### src/rtl/pixel_stream_pkg.sv
// Shared definitions for the pixel stream producer/consumer pair.
// Frame geometry defaults, sink FSM states and error-flag bit positions.
package pixel_stream_pkg;

  localparam int unsigned DefaultXSize = 640;
  localparam int unsigned DefaultYSize = 480;

  typedef enum logic [0:0] {
    StWaitSof,
    StActive
  } sink_state_e;

  localparam int unsigned ERR_SOF_MISSING    = 0;
  localparam int unsigned ERR_SOF_UNEXPECTED = 1;
  localparam int unsigned ERR_EARLY_EOL      = 2;
  localparam int unsigned ERR_LATE_EOL       = 3;
  localparam int unsigned ERR_BAD_KEEP       = 4;
  localparam int unsigned NumErrFlags        = 5;

endpackage

### src/rtl/stream_xy_counter.sv
// X/Y raster position counter with wrap at end of line and end of frame.
// restart_i forces the current position to (0,0) before any advance.
module stream_xy_counter #(
  parameter int unsigned XSize = 640,
  parameter int unsigned YSize = 480,
  parameter int unsigned XW    = $clog2(XSize),
  parameter int unsigned YW    = $clog2(YSize)
) (
  input  logic          clk_i,
  input  logic          rst_ni,
  input  logic          advance_i,
  input  logic          restart_i,
  output logic [XW-1:0] x_o,
  output logic [YW-1:0] y_o,
  output logic          at_eol_o,
  output logic          at_eof_o
);

  logic [XW-1:0] x_q, x_d;
  logic [YW-1:0] y_q, y_d;

  always_comb begin
    x_d = x_q;
    y_d = y_q;
    if (advance_i) begin
      if (restart_i) begin
        // Current beat is pixel (0,0); the next one is (1,0).
        x_d = XW'(1);
        y_d = '0;
      end else if (x_q == XW'(XSize - 1)) begin
        x_d = '0;
        y_d = (y_q == YW'(YSize - 1)) ? '0 : y_q + YW'(1);
      end else begin
        x_d = x_q + XW'(1);
      end
    end else if (restart_i) begin
      x_d = '0;
      y_d = '0;
    end
  end

  always_ff @(posedge clk_i or negedge rst_ni) begin
    if (!rst_ni) begin
      x_q <= '0;
      y_q <= '0;
    end else begin
      x_q <= x_d;
      y_q <= y_d;
    end
  end

  assign x_o      = x_q;
  assign y_o      = y_q;
  assign at_eol_o = (x_q == XW'(XSize - 1));
  assign at_eof_o = at_eol_o && (y_q == YW'(YSize - 1));

endmodule

### src/rtl/pixel_stream_sink.sv
// AXI4-Stream video sink: tracks raster position, checks SOF/EOL/tkeep framing,
// and reports a per-frame additive checksum and a completed-frame counter.
module pixel_stream_sink
  import pixel_stream_pkg::*;
#(
  parameter int unsigned X_SIZE = DefaultXSize,
  parameter int unsigned Y_SIZE = DefaultYSize,
  parameter int unsigned FCNT_W = 16
) (
  input  logic                      in_stream_aclk,
  input  logic                      periph_resetn,
  input  logic [31:0]               in_stream_tdata,
  input  logic [3:0]                in_stream_tkeep,
  input  logic                      in_stream_tlast,
  input  logic                      in_stream_tvalid,
  output logic                      in_stream_tready,
  input  logic                      in_stream_tuser,
  input  logic                      stall_en,
  input  logic                      clear_err,
  output logic [$clog2(X_SIZE)-1:0] x_pos,
  output logic [$clog2(Y_SIZE)-1:0] y_pos,
  output logic                      frame_done,
  output logic [FCNT_W-1:0]         frame_count,
  output logic [31:0]               frame_checksum,
  output logic [NumErrFlags-1:0]    err_flags
);

  localparam int unsigned XW = $clog2(X_SIZE);
  localparam int unsigned YW = $clog2(Y_SIZE);

  sink_state_e             state_q, state_d;
  logic                    tready_q;
  logic [31:0]             acc_q, acc_d;
  logic [31:0]             checksum_q, checksum_d;
  logic [FCNT_W-1:0]       count_q, count_d;
  logic                    done_q, done_d;
  logic [NumErrFlags-1:0]  err_q, err_d, err_set;

  logic          accept, sof_beat, pixel, eol, eof, at_eol, at_eof;
  logic [XW-1:0] x_cur;
  logic [YW-1:0] y_cur;

  assign accept   = in_stream_tvalid && tready_q;
  assign sof_beat = accept && in_stream_tuser;
  assign pixel    = accept && ((state_q == StActive) || in_stream_tuser);
  // A SOF beat is always pixel (0,0), whatever the counter currently holds.
  assign eol      = sof_beat ? 1'b0 : at_eol;
  assign eof      = sof_beat ? 1'b0 : at_eof;

  stream_xy_counter #(
    .XSize (X_SIZE),
    .YSize (Y_SIZE),
    .XW    (XW),
    .YW    (YW)
  ) u_xy (
    .clk_i     (in_stream_aclk),
    .rst_ni    (periph_resetn),
    .advance_i (pixel),
    .restart_i (sof_beat),
    .x_o       (x_cur),
    .y_o       (y_cur),
    .at_eol_o  (at_eol),
    .at_eof_o  (at_eof)
  );

  always_comb begin
    err_set = '0;
    err_set[ERR_SOF_MISSING]    = accept && (state_q == StWaitSof) && !in_stream_tuser;
    err_set[ERR_SOF_UNEXPECTED] = sof_beat && (state_q == StActive) &&
                                  ((x_cur != '0) || (y_cur != '0));
    err_set[ERR_EARLY_EOL]      = pixel && in_stream_tlast && !eol;
    err_set[ERR_LATE_EOL]       = pixel && !in_stream_tlast && eol;
    err_set[ERR_BAD_KEEP]       = pixel && (in_stream_tkeep != 4'hF);
  end

  always_comb begin
    state_d    = state_q;
    acc_d      = acc_q;
    checksum_d = checksum_q;
    count_d    = count_q;
    done_d     = 1'b0;
    err_d      = (clear_err ? '0 : err_q) | err_set;
    if (pixel) begin
      acc_d   = sof_beat ? in_stream_tdata : acc_q + in_stream_tdata;
      state_d = StActive;
      if (eof) begin
        checksum_d = acc_q + in_stream_tdata;
        count_d    = count_q + FCNT_W'(1);
        done_d     = 1'b1;
        state_d    = StWaitSof;
      end
    end
  end

  always_ff @(posedge in_stream_aclk or negedge periph_resetn) begin
    if (!periph_resetn) begin
      state_q    <= StWaitSof;
      tready_q   <= 1'b0;
      acc_q      <= '0;
      checksum_q <= '0;
      count_q    <= '0;
      done_q     <= 1'b0;
      err_q      <= '0;
    end else begin
      state_q    <= state_d;
      tready_q   <= ~stall_en;
      acc_q      <= acc_d;
      checksum_q <= checksum_d;
      count_q    <= count_d;
      done_q     <= done_d;
      err_q      <= err_d;
    end
  end

  assign in_stream_tready = tready_q;
  assign x_pos            = x_cur;
  assign y_pos            = y_cur;
  assign frame_done       = done_q;
  assign frame_count      = count_q;
  assign frame_checksum   = checksum_q;
  assign err_flags        = err_q;

endmodule

### config.mk
export PLATFORM = sky130hd
export DESIGN_NAME = pixel_stream_sink
export DESIGN_NICKNAME = d
export VERILOG_FILES = /design/src/rtl/pixel_stream_pkg.sv /design/src/rtl/stream_xy_counter.sv /design/src/rtl/pixel_stream_sink.sv
export SDC_FILE = /design/constraint.sdc
export NUM_CORES = 1
export LEC_CHECK = 0
export ABC_CLOCK_PERIOD_IN_PS = 2550
export CAP_MARGIN = 15
export CORE_AREA = 2 2 122 124
export DETAILED_ROUTE_END_ITERATION = 7
export DIE_AREA = 0 0 124 126
export GPL_TIMING_DRIVEN = 0
export PLACE_DENSITY_LB_ADDON = 0.25
export SYNTH_ARGS = -nofsm -noshare
export SYNTH_HDL_FRONTEND = slang
export SYNTH_SLANG_ARGS = --single-unit
### constraint.sdc
create_clock -name in_stream_aclk -period 2.55 [get_ports in_stream_aclk]
set_input_delay 0.51 -clock in_stream_aclk [delete_from_list [all_inputs] [get_ports in_stream_aclk]]
set_output_delay 0.51 -clock in_stream_aclk [all_outputs]
set_load 0.03 [all_outputs]
==> flow_summary.ini <==
[power_and_ir_drop]
power.density_nw_per_um2 = 929.3
leakagePower_nw = 3.756
max-vdd-ir-drop_uv = 456.1
total_power_mw = 8.317

[floorplan]
start_util = 0.4450
row_count = 44
io_pins = 117
die-area_um2 = 15620
core_um2 = 14310
die_h_um = 126
die_w_um = 124

[place]
io_buffers = 115
dp_slack_ns = -0.8875
globalplace.congestion = 0.9282
placed_cell_area_um2 = 7794
dpl.hpwl_um = 13280
placedCellCount = 1023

[setup_path]
cp-start-kind = flop
critPathMaxStageDelay_ns = 0.39
cp-end-kind = flop
rrSetupSlack_ns = -0.12
crit_chain = ha_2, fa_2, a21o_1, a221oi_4, buf_6, o21bai_4, buf_4, nand3_2, nand2_2, a21oi_2, xor2_1, a21oi_1
worstPathRequired_ns = 2.77
crit_fanout = 2
crit_slowest_cell = dfrtp_1
crit_buf_inv = 2
r2r_start = acc_q[0]$_DFFE_PN0P_
critical_path.top_delay_family = compound AO/OA/AOI/OAI gates
r2r_cells = 12
cp.arrival_ns = 2.89
reg2reg_to = acc_q[16]$_DFFE_PN0P_
crit_type = flop to flop

[clock_network]
clock-root-buffer = clkbuf_16
clock_latency_ns = 0.36
clk_pin_slew_worst_paths_ns = 0.07
htreeDepth = 3
clock_path_buffers = 2
cts_buffers = 9
cts.sinks = 107
cts_tree = yes

[grt]
use_met3 = 0.04393
grt_pass1_wl_um = 30170
global_route.usage.met1 = 0.3610
antenna_found_initial = 0
grt-ovfl-total = 0
gr-usage-met2 = 0.3785
grt_pass1_vias = 5661
grt_max_degree = 55
busiest_layer = met2
grt_usage = 0.2504

[sta]
layout_min_cycle_time_ns = 2.671
rsz0062_at_grt = true
max_freq_mhz = 374.4
worst_slew_pin_slew_ns = 0.7898
whs_ns = 0.1832
min_period_over_period = 1.047
fin_setup_tns_ns = -0.7166
slew_viol_final = 0
hold_viol_final = 0
finalSetupViolCount = 13
max_slew_margin = 0.4735
fin_skew_ns = 0.007687
timing.final.ws_setup_ns = -0.1208

[logic_synthesis]
seq_area_frac_synth = 0.4203
avgSynthCellArea_um2 = 8.810
synth_top_cell_by_area = dfrtp_1
synthFlopType = dfrtp_1
synth-edff-count = 0
yosysTopAreaCellShare = 0.4203
synth_cell_types = 65
synthCells = 723
yosys_warnings = 0
yosysMostFrequentCell = dfrtp_1
synth_common_cells = dfrtp_1 (107), nand2_1 (102), o21ai_0 (84), a21oi_1 (65), nor2_1 (45)
ys_top_cells_by_area = dfrtp_1 (42%), ha_1 (7.1%), o21ai_0 (6.6%)
async_flop_share = 1.000
syn_area_um2 = 6370
synthesis.nets = 803
ys_seq_elements = 107

[min_path]
hp-class = input pin to async pin

[finish]
fillers = 1172
fin_util = 0.6253
drive_gt1_frac = 0.1759
synthToLayoutAreaGrowth_pct = 40.50
fin_cells = 1072
final_area_um2 = 8950
fin_nets = 963

[outcome]
status = complete, but fails checks
violations = negative setup slack

[drt]
drt_iter0_markers = 486
drtPass1Iterations = 7
ant_nets = 0
routed_wl_um = 19650
vias = 6174
drc = 0
routedWlPerCell_um = 18.33
vias_per_cell = 5.759

[job]
drv_cap = 0
[repair_timing]
item,in CTS,in global routing
hold buffers,0,0
pin swaps,35,24
resized for setup,81,58
setup buffers,26,14
endpoints found under the setup margin,50,51
cloned,0,0
hold endpoints to repair,0,0
[cell families (layout without fill, tap and decap cells)]
kind of cell,count (synthesis),count (layout),synth area share
AO/OA/AOI/OAI,236,236,0.2218
AND/OR/NAND/NOR,233,233,0.1738
flip-flops,107,107,0.4203
buffers and inverters,58,222,0.03771
XOR/XNOR,49,49,0.06737
adder cells (fa/ha/maj),37,37,0.07386
multiplexers,3,3,0.005107
other,0,1,0
[worst max-delay path by stage]
stage,to,cells after the start,startpoint
after CTS,frame_checksum[30]$_DFFE_PN0P_,10,acc_q[0]$_DFFE_PN0P_
after global placement,frame_checksum[28]$_DFFE_PN0P_,1,periph_resetn
after detailed placement,acc_q[28]$_DFFE_PN0P_,11,in_stream_tdata[18]
after floorplan,frame_checksum[30]$_DFFE_PN0P_,10,in_stream_tdata[0]
final,acc_q[16]$_DFFE_PN0P_,12,acc_q[0]$_DFFE_PN0P_
after global routing,acc_q[16]$_DFFE_PN0P_,12,acc_q[0]$_DFFE_PN0P_
[placed cells by master (no fill, tap or decap), types with 10 or more instances in the layout]
cell	netlist	routed
clkdlybuf4s50_1	0	94
a21oi_1	65	56
clkbuf_1	24	15
o21ai_1	6	14
dfrtp_1	107	104
buf_4	0	37
nor2_1	45	37
ha_1	36	13
xnor2_1	24	21
dlygate4sd2_1	0	17
and3_1	15	13
o22ai_1	17	17
nand4_1	11	11
ha_4	0	16
nand3_1	23	22
inv_1	23	23
xor2_1	25	22
o21ai_0	84	72
nand2_1	102	99
a21o_1	10	10
[registers in the layout (all words and copies together) (netlist names)]
register and cells:
u_xy.x_o 10, in_stream_tready 1, acc_q 32, err_flags 5
frame_count 16, u_xy.y_o 9, frame_done 1, frame_checksum 32
state_q 1
[layout make-up]
cell class                 instances  area (um2)  area share
inverter                          24       91.34     0.01021
clock inverter                     6       91.34     0.01021
sequential                       107        2681      0.2996
buffer                            27       142.6     0.01594
clock buffer                       9       225.2     0.02516
multi-input combinational        558        4011      0.4482
antenna                            1       2.502   0.0002796
tap                              184       230.2     0.02572
timing repair buffer             156        1474      0.1647
[worst register-to-register path: cells and delay by family, from the launching register on]
kind                       cells  cell delay [ns]
AOI/OAI and AO/OA              5             0.87
xor gates and xnor gates       1             0.24
buffers and inverters          2             0.32
DFF                            1             0.39
adders and majority gates      2             0.56
and+or+nand+nor                2             0.14
[where the power goes]
part           switching [mW]  internal, mW
Sequential              0.256          1.96
Clock                   0.676         0.858
Combinational            2.46          2.10
Total                    3.40          4.92
[per-layer routing]
metal | part of all wire | up-vias | wire length (um)
met5 | 0 | - | 0
met4 | 0.025 | 0 | 485
met3 | 0.077 | 34 | 1505
met2 | 0.45 | 265 | 8917
met1 | 0.44 | 2962 | 8742
li1 | - | 2913 | -
Note: power is estimated with default switching activity, not from simulation.
